File: src/rtl/mbist_march_ctrl_if.sv
// rtl/mbist_march_ctrl_if.sv - memory-under-test bus between the MBIST controller and the RAM
interface mbist_march_ctrl_if #(
  parameter int DATA_WIDTH = 8,
  parameter int ADDR_WIDTH = 4
);
  logic                  mem_write_read;
  logic [ADDR_WIDTH-1:0] mem_address;
  logic [DATA_WIDTH-1:0] mem_wdata;
  logic [DATA_WIDTH-1:0] mem_rdata;

  modport master (
    output mem_write_read,
    output mem_address,
    output mem_wdata,
    input  mem_rdata
  );

  modport slave (
    input  mem_write_read,
    input  mem_address,
    input  mem_wdata,
    output mem_rdata
  );
endinterface

File: src/rtl/mbist_march_ctrl.sv
// rtl/mbist_march_ctrl.sv - March C- MBIST controller; MBIST_STOP_ON_FAIL_EN ends the run at the first mismatch
module mbist_march_ctrl #(
  parameter int DATA_WIDTH = 8,
  parameter int ADDR_WIDTH = 4,
  parameter int CAPACITY   = 16
) (
  input  logic                  clk,
  input  logic                  rst,
  input  logic                  start,
  output logic                  busy,
  output logic                  done,
  output logic                  fail,
  output logic [ADDR_WIDTH-1:0] fail_addr,
  output logic [2:0]            fail_element,
  output logic [15:0]           fail_count,
  mbist_march_ctrl_if.master    mem
);

`ifdef MBIST_STOP_ON_FAIL_EN
  localparam bit STOP_ON_FAIL = 1'b1;
`else
  localparam bit STOP_ON_FAIL = 1'b0;
`endif

  localparam logic [ADDR_WIDTH-1:0] ADDR_LAST = ADDR_WIDTH'(CAPACITY - 1);
  localparam logic [ADDR_WIDTH-1:0] ADDR_ZERO = '0;
  localparam logic [ADDR_WIDTH-1:0] ADDR_ONE  = ADDR_WIDTH'(1);
  localparam logic [DATA_WIDTH-1:0] ALL_ZERO  = '0;
  localparam logic [DATA_WIDTH-1:0] ALL_ONES  = '1;

  typedef enum logic [3:0] {
    S_IDLE, S_M0, S_M1, S_M2, S_M3, S_M4, S_M5, S_DRAIN, S_DONE
  } state_t;

  state_t state;
  logic   drain_cnt;

  // Read-compare pipeline: stage 2 lines up with mem_rdata two cycles after the read.
  logic                  s1_valid, s2_valid;
  logic [DATA_WIDTH-1:0] s1_exp, s2_exp;
  logic [ADDR_WIDTH-1:0] s1_addr, s2_addr;
  logic [2:0]            s1_elem, s2_elem;

  logic rd_issue;
  logic elem_end;
  logic mismatch;

  function automatic logic [2:0] elem_of(state_t s);
    case (s)
      S_M1:    return 3'd1;
      S_M2:    return 3'd2;
      S_M3:    return 3'd3;
      S_M4:    return 3'd4;
      S_M5:    return 3'd5;
      default: return 3'd0;
    endcase
  endfunction

  assign rd_issue = (state inside {S_M1, S_M2, S_M3, S_M4, S_M5}) && !mem.mem_write_read;
  assign mismatch = s2_valid && (mem.mem_rdata != s2_exp);

  // Last operation of an element: the write (or sole op) at the final address of the sweep.
  always_comb begin
    elem_end = 1'b0;
    case (state)
      S_M0, S_M5: elem_end = (mem.mem_address == ADDR_LAST);
      S_M1, S_M2: elem_end = mem.mem_write_read && (mem.mem_address == ADDR_LAST);
      S_M3, S_M4: elem_end = mem.mem_write_read && (mem.mem_address == ADDR_ZERO);
      default:    elem_end = 1'b0;
    endcase
  end

  always_ff @(posedge clk) begin
    if (rst) begin
      state              <= S_IDLE;
      drain_cnt          <= 1'b0;
      busy               <= 1'b0;
      done               <= 1'b0;
      fail               <= 1'b0;
      fail_addr          <= '0;
      fail_element       <= '0;
      fail_count         <= '0;
      mem.mem_write_read <= 1'b0;
      mem.mem_address    <= '0;
      mem.mem_wdata      <= '0;
      s1_valid           <= 1'b0;
      s2_valid           <= 1'b0;
      s1_exp             <= '0;
      s2_exp             <= '0;
      s1_addr            <= '0;
      s2_addr            <= '0;
      s1_elem            <= '0;
      s2_elem            <= '0;
    end else begin
      s1_valid <= rd_issue;
      s1_exp   <= (state == S_M2 || state == S_M4) ? ALL_ONES : ALL_ZERO;
      s1_addr  <= mem.mem_address;
      s1_elem  <= elem_of(state);
      s2_valid <= s1_valid;
      s2_exp   <= s1_exp;
      s2_addr  <= s1_addr;
      s2_elem  <= s1_elem;

      case (state)
        S_IDLE, S_DONE: begin
          if (start) begin
            state              <= S_M0;
            busy               <= 1'b1;
            done               <= 1'b0;
            fail               <= 1'b0;
            fail_addr          <= '0;
            fail_element       <= '0;
            fail_count         <= '0;
            mem.mem_write_read <= 1'b1;
            mem.mem_address    <= ADDR_ZERO;
            mem.mem_wdata      <= ALL_ZERO;
          end
        end
        S_M0: begin
          if (elem_end) begin
            state              <= S_M1;
            mem.mem_write_read <= 1'b0;
            mem.mem_address    <= ADDR_ZERO;
            mem.mem_wdata      <= ALL_ONES;
          end else begin
            mem.mem_address <= mem.mem_address + ADDR_ONE;
          end
        end
        S_M1, S_M2, S_M3, S_M4: begin
          if (elem_end) begin
            mem.mem_write_read <= 1'b0;
            case (state)
              S_M1: begin
                state           <= S_M2;
                mem.mem_address <= ADDR_ZERO;
                mem.mem_wdata   <= ALL_ZERO;
              end
              S_M2: begin
                state           <= S_M3;
                mem.mem_address <= ADDR_LAST;
                mem.mem_wdata   <= ALL_ONES;
              end
              S_M3: begin
                state           <= S_M4;
                mem.mem_address <= ADDR_LAST;
                mem.mem_wdata   <= ALL_ZERO;
              end
              default: begin
                state           <= S_M5;
                mem.mem_address <= ADDR_ZERO;
                mem.mem_wdata   <= ALL_ZERO;
              end
            endcase
          end else if (!mem.mem_write_read) begin
            mem.mem_write_read <= 1'b1;
          end else begin
            mem.mem_write_read <= 1'b0;
            if (state == S_M3 || state == S_M4)
              mem.mem_address <= mem.mem_address - ADDR_ONE;
            else
              mem.mem_address <= mem.mem_address + ADDR_ONE;
          end
        end
        S_M5: begin
          if (elem_end) begin
            state           <= S_DRAIN;
            drain_cnt       <= 1'b0;
            mem.mem_address <= ADDR_ZERO;
            mem.mem_wdata   <= ALL_ZERO;
          end else begin
            mem.mem_address <= mem.mem_address + ADDR_ONE;
          end
        end
        S_DRAIN: begin
          drain_cnt <= 1'b1;
          if (drain_cnt) begin
            state <= S_DONE;
            busy  <= 1'b0;
            done  <= 1'b1;
          end
        end
        default: state <= S_IDLE;
      endcase

      // Placed after the FSM so an early stop overrides whatever the element step chose.
      if (mismatch) begin
        if (!fail) begin
          fail         <= 1'b1;
          fail_addr    <= s2_addr;
          fail_element <= s2_elem;
        end
        if (fail_count != 16'hFFFF)
          fail_count <= fail_count + 16'd1;
        if (STOP_ON_FAIL) begin
          state              <= S_DONE;
          busy               <= 1'b0;
          done               <= 1'b1;
          mem.mem_write_read <= 1'b0;
          mem.mem_address    <= '0;
          mem.mem_wdata      <= '0;
          s1_valid           <= 1'b0;
          s2_valid           <= 1'b0;
        end
      end
    end
  end

endmodule

File: src/flat_wrapper.sv
// flat-port wrapper written by rule: the top's interface ports become plain ports
module mbist_march_ctrl_flat 
#(
  parameter int DATA_WIDTH = 8,
  parameter int ADDR_WIDTH = 4,
  parameter int CAPACITY   = 16
)
  (clk, rst, start, busy, done, fail, fail_addr, fail_element, fail_count, mem_mem_write_read, mem_mem_address, mem_mem_wdata, mem_mem_rdata);
  mbist_march_ctrl_if #(.DATA_WIDTH(DATA_WIDTH), .ADDR_WIDTH(ADDR_WIDTH)) mem_i ();
  input  logic clk;
  input  logic rst;
  input  logic start;
  output logic busy;
  output logic done;
  output logic fail;
  output logic [ADDR_WIDTH-1:0] fail_addr;
  output logic [2:0] fail_element;
  output logic [15:0] fail_count;
  output wire logic [$bits(mem_i.mem_write_read)-1:0] mem_mem_write_read;
  output wire logic [$bits(mem_i.mem_address)-1:0] mem_mem_address;
  output wire logic [$bits(mem_i.mem_wdata)-1:0] mem_mem_wdata;
  input wire logic [$bits(mem_i.mem_rdata)-1:0] mem_mem_rdata;
  assign mem_mem_write_read = mem_i.mem_write_read;
  assign mem_mem_address = mem_i.mem_address;
  assign mem_mem_wdata = mem_i.mem_wdata;
  assign mem_i.mem_rdata = mem_mem_rdata;
  mbist_march_ctrl #(.DATA_WIDTH(DATA_WIDTH), .ADDR_WIDTH(ADDR_WIDTH), .CAPACITY(CAPACITY)) u_core (.clk(clk), .rst(rst), .start(start), .busy(busy), .done(done), .fail(fail), .fail_addr(fail_addr), .fail_element(fail_element), .fail_count(fail_count), .mem(mem_i));
endmodule
File: config.mk
export PLATFORM = sky130hd
export DESIGN_NAME = mbist_march_ctrl_flat
export DESIGN_NICKNAME = d
export VERILOG_FILES = /design/src/rtl/mbist_march_ctrl_if.sv /design/src/rtl/mbist_march_ctrl.sv /design/src/flat_wrapper.sv
export SDC_FILE = /design/constraint.sdc
export NUM_CORES = 1
export LEC_CHECK = 0
export BUFFER_PORTS_ARGS = -buffer_cell sky130_fd_sc_hd__buf_2
export CAP_MARGIN = 15
export CORE_MARGIN = 5
export CORE_UTILIZATION = 35
export CTS_CLUSTER_SIZE = 30
export DETAILED_ROUTE_END_ITERATION = 10
export PLACE_DENSITY_LB_ADDON = 0.12
export SLEW_MARGIN = 0
export SYNTH_ARGS = -nofsm -noshare
export SYNTH_HDL_FRONTEND = slang
export SYNTH_SLANG_ARGS = --single-unit
File: constraint.sdc
create_clock -name clk -period 4.01 [get_ports clk]
set_input_delay 0.401 -clock clk [delete_from_list [all_inputs] [get_ports clk]]
set_output_delay 0.401 -clock clk [all_outputs]
set_load 0.01 [all_outputs]
==> reports/metrics.yaml, run 1 <==
ys_ff_latch: 55
grt_max_degree: 44
port_buffers: 49
drt_wl_total_um: 6140
overflow: 0
cpPeakStageDelay_ns: 0.59
die_h_um: 98.2
wl_per_cell_um: 13.2
r2r-end: "u_core.fail_count[8]"
yosysTopAreaCellShare_pct: 40.4
path_clk_slew_ns: 0.11
cts_buffers: 5
diodes: 0
synthTopCellsByArea: "dfxtp_1, nand2_1, a21oi_1"
critPathBufInv: 0
worstPathArrival_ns: 3.00
clockBufferDepth: 2
cp_num_cells: 7
syn_inst: 333
setup_viol: 0
drt_first_pass_iters: 5
slew_viol_final: 0
first_iter_violations: 103
status: "completed"
path_cells: "ha_1 -> nand3_1 -> or3_4 -> or4_4 -> a221oi_4 -> o21ai_0 -> o31ai_1"
grt_pass1_vias: 2152
cts-resized-gates: 0
syn-num-nets: 347
drive_gt1_share_pct: 19.5
num-nets-final: 377
grt_pass1_wl_um: 10300
antenna_found_initial: 0
fin_crit_ns: 2.77
postCtsSetupRepairBufs: 0
start_util_pct: 35.6
max_freq_ghz: 0.361
ys_seq_area_share_pct: 40.4
routed_via_density: 5.15
drv_cap: 0
reg2reg_slack_ns: 1.24
clock-sinks: 55
ant_nets: 0
ys_dominant_reg_cell: "dfxtp_1"
avgSynthCellArea_um2: 8.18
fin_ws_ns: 1.24
num_rows: 32
gp_congestion: 0.806
critPathSlowestCell: "or4_4"
r2r_start: "u_core.fail_count[0]"
endpoint_kind: "flip-flop"
cts_root_buffer: "clkbuf_8"
fin_tns_setup_ns: 0
async_flop_share_pct: 0
cp-startpoint: "u_core.fail_count[0]"
synth_area_leader_cell: "dfxtp_1"
drc: 0
cellPowerDensity_nw_per_um2: 349
tritoncts: "built"
crit_fanout: 13
fill_cells: 839
relSlewSlack_pct: 37.1
vias: 2402
ioPinCount: 50
htreeDepth: 2
grt_util_all_layers_pct: 12.7
required_ns: 4.24
power.total_mw: 1.06
pre_cts_slack_ns: 1.22
rsz0062_at_grt: "false"
irDropWorstVdd_mv: 0.135
core_area_um2: 7650
reg2regPathDepth: 7
fin_skew_ns: 0.00576
yosysWarnings: 0
synth_edf_count: 0
final_hold_viol_count: 0
dp_hpwl_um: 4400
leakagePower_nw: 1.21
ys_types: 54
hold_path.class: "reg -> reg"
start_kind: "flip-flop"
fin_crit_sh_pct: 69.0
insertion_delay_ns: 0.31
dieWidth_um: 98.2
critPathKind: "reg -> reg"
area_growth_syn_to_layout_pct: 11.0
cp_top_family: "simple AND/OR/NAND/NOR gates"
crit_path_end: "u_core.fail_count[8]"
dieArea_um2: 9650
synth_area_um2: 2720
tightestPinTransition_ns: 0.937
cts_hold_buf: 0
## layout make-up
type                    instances  area, um2  area share [%]
clock inverters                 3       26.3           0.869
repair buffers                 50        253            8.36
inverters                       5       18.8           0.621
well taps                     102        128            4.22
flip-flops and latches         55       1100            36.4
clock buffers                   5       68.8            2.28
multi-input cells             246       1430            47.2
## cell families (layout without fill, tap and decap cells)
kind of cell    Yosys count  count (layout)  synth area share [%]
mux                       3               3                  1.10
buf+inv                  32              63                  7.12
flops                    55              55                  40.4
xor+xnor                  6               6                  1.93
simple gates            148             148                  27.3
fa+ha+maj                 3               3                  1.38
compound gates           86              86                  20.7
## state kept, by name, indices dropped and copies added, names as in the netlist, 3 cells and up
register and count:
u_core.fail_addr 4, u_core.fail_count 16, u_core.fail_element 3, u_core.mem.mem_address 4, u_core.s1_addr 4, u_core.s1_elem 3
u_core.s2_addr 4, u_core.s2_elem 3, u_core.state 4
## worst min path at each step
stage	start	endpoint	slack [ns]	cells past startpoint
CTS	u_core.s2_addr[0]	u_core.fail_addr[0]	0.44	2
global route	u_core.s1_elem[0]	u_core.s2_elem[0]	0.46	1
global placement	u_core.s1_addr[3]	u_core.s2_addr[3]	0.42	1
finish	u_core.s2_addr[0]	u_core.fail_addr[0]	0.44	2
detailed placement	u_core.s1_addr[3]	u_core.s2_addr[3]	0.43	1
floorplan	u_core.s1_addr[0]	u_core.s2_addr[0]	0.41	1
## cells in the final DEF, fill, tap and decap left out, types with 4 or more instances in the layout
master | synthesis | final
dfxtp_1 | 55 | 55
nor2_1 | 25 | 25
inv_1 | 5 | 5
nand2_1 | 38 | 38
nand3_1 | 26 | 26
nor3_1 | 12 | 12
a21oi_1 | 28 | 28
nor2b_1 | 17 | 17
buf_2 | 0 | 49
nand2b_1 | 5 | 5
nand4_1 | 4 | 4
o21ai_0 | 24 | 24
clkbuf_8 | 1 | 5
## through the flow
stage | util, % | hold slack (ns) | cell area, um2 | std cells
after floorplan | - | 0.414 | 2720 | 333
after global placement | 38.3 | 0.417 | 2930 | 458
after detailed placement | 38.3 | 0.426 | 2930 | 458
after CTS | 39.5 | 0.443 | 3020 | 466
after global routing | 39.5 | 0.464 | 3020 | 466
final | 39.5 | 0.439 | 3020 | 466
## metal layers
metal / track usage [%] / vias to the layer above / routed length (um)
met2: 20.4 / 58 / 2830
met3: 2.71 / 5 / 291
met5: 0 / - / 0
met4: 2.84 / 0 / 54
met1: 17.4 / 1099 / 2960
li1: - / 1240 / -
## synth_stat cells, types with 3 or more instances
master	number
and3_1	3
a21o_2	3
buf_4	7
a311oi_1	3
buf_6	5
o21ai_0	24
xnor2_1	3
nand3_1	26
inv_1	5
or3_1	3
nor2b_1	17
nor3_1	12
nor2_1	25
o31ai_1	3
nor4_1	3
dfxtp_1	55
a21oi_1	28
nand2_1	38
ha_1	3
xor2_1	3
nand4_1	4
mux2i_1	3
a2bb2oi_1	3
a21o_1	3
clkbuf_1	14
nand2b_1	5
## worst register-to-register path: stages, from the launching register on
cell and delay, ns:
dfxtp_1 0.43, ha_1 0.22, nand3_1 0.15, or3_4 0.45, or4_4 0.59, a221oi_4 0.58
o21ai_0 0.18, o31ai_1 0.09
## report_power, final
part           total [mW]  internal [mW]  switching, mW
Clock               0.328          0.129          0.199
Combinational       0.145         0.0586         0.0867
Sequential          0.583          0.559         0.0245
Total                1.06          0.746          0.310
(Power assumes the default switching activity.)
==> run 2: changes to the inputs <==
==> constraint.sdc (replaced) <==
create_clock -name clk -period 2.9 [get_ports clk]
set_input_delay 0.29 -clock clk [delete_from_list [all_inputs] [get_ports clk]]
set_output_delay 0.29 -clock clk [all_outputs]
set_load 0.01 [all_outputs]
==> run 2 against run 1 <==
  * Power increased by 38%
  * Sequential share of layout area is 0.61 points lower
  * First-iteration DRC count grew 0.97%
  * Critical path depth grew 1
  * Clock skew increased by 0.0066 ns
  * Combinational power is 53% higher
  * Cell count grew 1.5%
  * Count of clock-buffer cells in the layout stayed put
  * Critical endpoint is now u_core.fail_count[3]
  * Highest routed layer unchanged
  * Die area did not move
  * Sequential power is 37% higher
==> reports/metrics.yaml, run 2 (synthesized netlist as in run 1, its figures left out) <==
status: "completed"  # unchanged
endpoint_kind: "flip-flop"  # unchanged
slew_viol_final: 0  # unchanged
htreeDepth: 2  # unchanged
drt_first_pass_iters: 4  # was 5
drv_cap: 0  # unchanged
num-nets-final: 384  # was 377
leakagePower_nw: 1.24  # was 1.21 nW
antenna_found_initial: 0  # unchanged
path_clk_slew_ns: 0.10  # was 0.11 ns
drc: 0  # unchanged
overflow: 0  # unchanged
max_freq_ghz: 0.381  # was 0.361 GHz
p_clk_share_pct: 30.1  # was 31.1%
gp_congestion: 0.800  # was 0.806
largest_reg_flops: 16  # unchanged
worstHoldStart: "start"  # was u_core.s2_addr[0]
dp_hpwl_um: 4480  # was 4400 um
ant_nets: 0  # unchanged
insertion_delay_ns: 0.31  # about the same
p_sw_share_pct: 28.9  # was 29.4%
fin_crit_ns: 2.63  # was 2.77 ns
grt_util_all_layers_pct: 12.9  # was 12.7%
start_util_pct: 35.6  # unchanged
cts_root_buffer: "clkbuf_8"  # unchanged
hold_path.class: "in -> reg"  # was reg -> reg
ioPinCount: 50  # unchanged
routed_via_density: 5.08  # was 5.15
dieArea_um2: 9650  # unchanged
power.switching_mw: 0.421  # was 0.310 mW
dieWidth_um: 98.2  # unchanged
drive_gt1_share_pct: 21.0  # was 19.5%
cts-resized-gates: 0  # unchanged
critPathKind: "reg -> reg"  # unchanged
first_iter_violations: 104  # was 103
tritoncts: "built"  # unchanged
cts_hold_buf: 0  # unchanged
vias: 2405  # was 2402
grt_pass1_vias: 2152  # unchanged
setup_viol: 0  # unchanged
clockBufferDepth: 2  # unchanged
clock-sinks: 55  # unchanged
fin_ws_ns: 0.272  # was 1.24 ns
grt_pass1_wl_um: 10500  # was 10300 um
die_h_um: 98.2  # unchanged
intPower_mw: 1.04  # was 0.746 mW
required_ns: 3.15  # was 4.24 ns
most-common-layout-cells: "dfxtp_1, buf_2, nand2_1, a21oi_1, nand3_1"  # unchanged
diodes: 0  # unchanged
power.total_mw: 1.46  # was 1.06 mW
power.share.sequential_pct: 54.7  # was 55.2%
wl_per_cell_um: 13.2  # about the same
drt_wl_total_um: 6230  # was 6140 um
tightestPinTransition_ns: 0.747  # was 0.937 ns
mostFrequentLayoutCell: "dfxtp_1"  # unchanged
core_area_um2: 7650  # unchanged
pre_cts_slack_ns: 0.301  # was 1.22 ns
area_growth_syn_to_layout_pct: 12.9  # was 11.0%
grt_max_degree: 43  # was 44
crit_fanout: 13  # unchanged
port_buffers: 49  # unchanged
largest-register: "u_core.fail_count"  # unchanged
p_comb_share_pct: 15.3  # was 13.8%
irDropWorstVdd_mv: 0.185  # was 0.135 mV
start_kind: "flip-flop"  # unchanged
postCtsSetupRepairBufs: 0  # unchanged
fin_crit_sh_pct: 90.6  # was 69.0%
rsz0062_at_grt: "false"  # unchanged
r2r_start: "u_core.fail_count[0]"  # unchanged
num_rows: 32  # unchanged
cp-startpoint: "u_core.fail_count[0]"  # unchanged
cellPowerDensity_nw_per_um2: 474  # was 349 nW/um2
fin_tns_setup_ns: 0  # unchanged
fin_skew_ns: 0.0123  # was 0.00576 ns
worstPathArrival_ns: 2.88  # was 3.00 ns
relSlewSlack_pct: 49.7  # was 37.1%
final_hold_viol_count: 0  # unchanged
cts_buffers: 5  # unchanged
[run 2: cell types whose count changed in the layout (fill, tap and decap cells not counted)]
cell,before,now
buf_4,1,8
inv_6,2,0
clkinv_4,1,2
clkinvlp_4,0,1
[run 2: worst paths after layout]
| kind | endpoint | slack, ns | cells after the start |
|---|---|---|---|
| setup / recovery | u_core.fail_count[3] | 0.27 | 8 |
| hold / removal | u_core.busy | 0.36 | 3 |
| setup reg to reg | u_core.fail_count[3] | 0.27 | 8 |
| hold reg to reg | u_core.fail_addr[3] | 0.44 | 2 |
[run 2: area by class of cell]
class	count	area [um2]
Fill cell	822	4570
Sequential cell	55	1100
Timing Repair Buffer	57	305
Clock inverter	3	25.0
Multi-Input combinational cell	246	1430
Inverter	5	18.8
Tap cell	102	128
Clock buffer	5	68.8
[run 2: critical path, stage by stage, from the launching register on]
cell and delay [ns]:
dfxtp_1 0.42, ha_1 0.22, nand3_1 0.16, or3_4 0.45
or4_4 0.59, a221oi_4 0.29, buf_4 0.23, a21o_2 0.11
a22o_1 0.10
[run 2: layer usage]
| metal | vias to the layer above | track usage [%] | share of wire, % |
|---|---|---|---|
| met5 | - | 0 | 0 |
| met4 | 0 | 3.15 | 1.0 |
| met3 | 7 | 2.86 | 3.4 |
| met2 | 33 | 20.4 | 46 |
| met1 | 1110 | 17.8 | 49 |
| li1 | 1255 | - | - |
[run 2: power groups by stage]
stage / combinational [mW] / sequential, mW / clock [mW]
CTS: 0.224 / 0.797 / 0.461
floorplan: 0.181 / 0.807 / 0
detailed placement: 0.223 / 0.815 / 0
global route: 0.247 / 0.803 / 0.493
global placement: 0.225 / 0.815 / 0
finish: 0.222 / 0.797 / 0.439
[run 2: per-stage QoR]
step / cell area, um2 / utilization, % / hold WS [ns] / std cells
finish: 3080 / 40.2 / 0.365 / 473
global route: 3080 / 40.2 / 0.380 / 473
CTS: 3080 / 40.2 / 0.352 / 473
detailed placement: 2980 / 39.0 / 0.420 / 465
global placement: 2980 / 39.0 / 0.417 / 465
floorplan: 2720 / - / 0.414 / 333
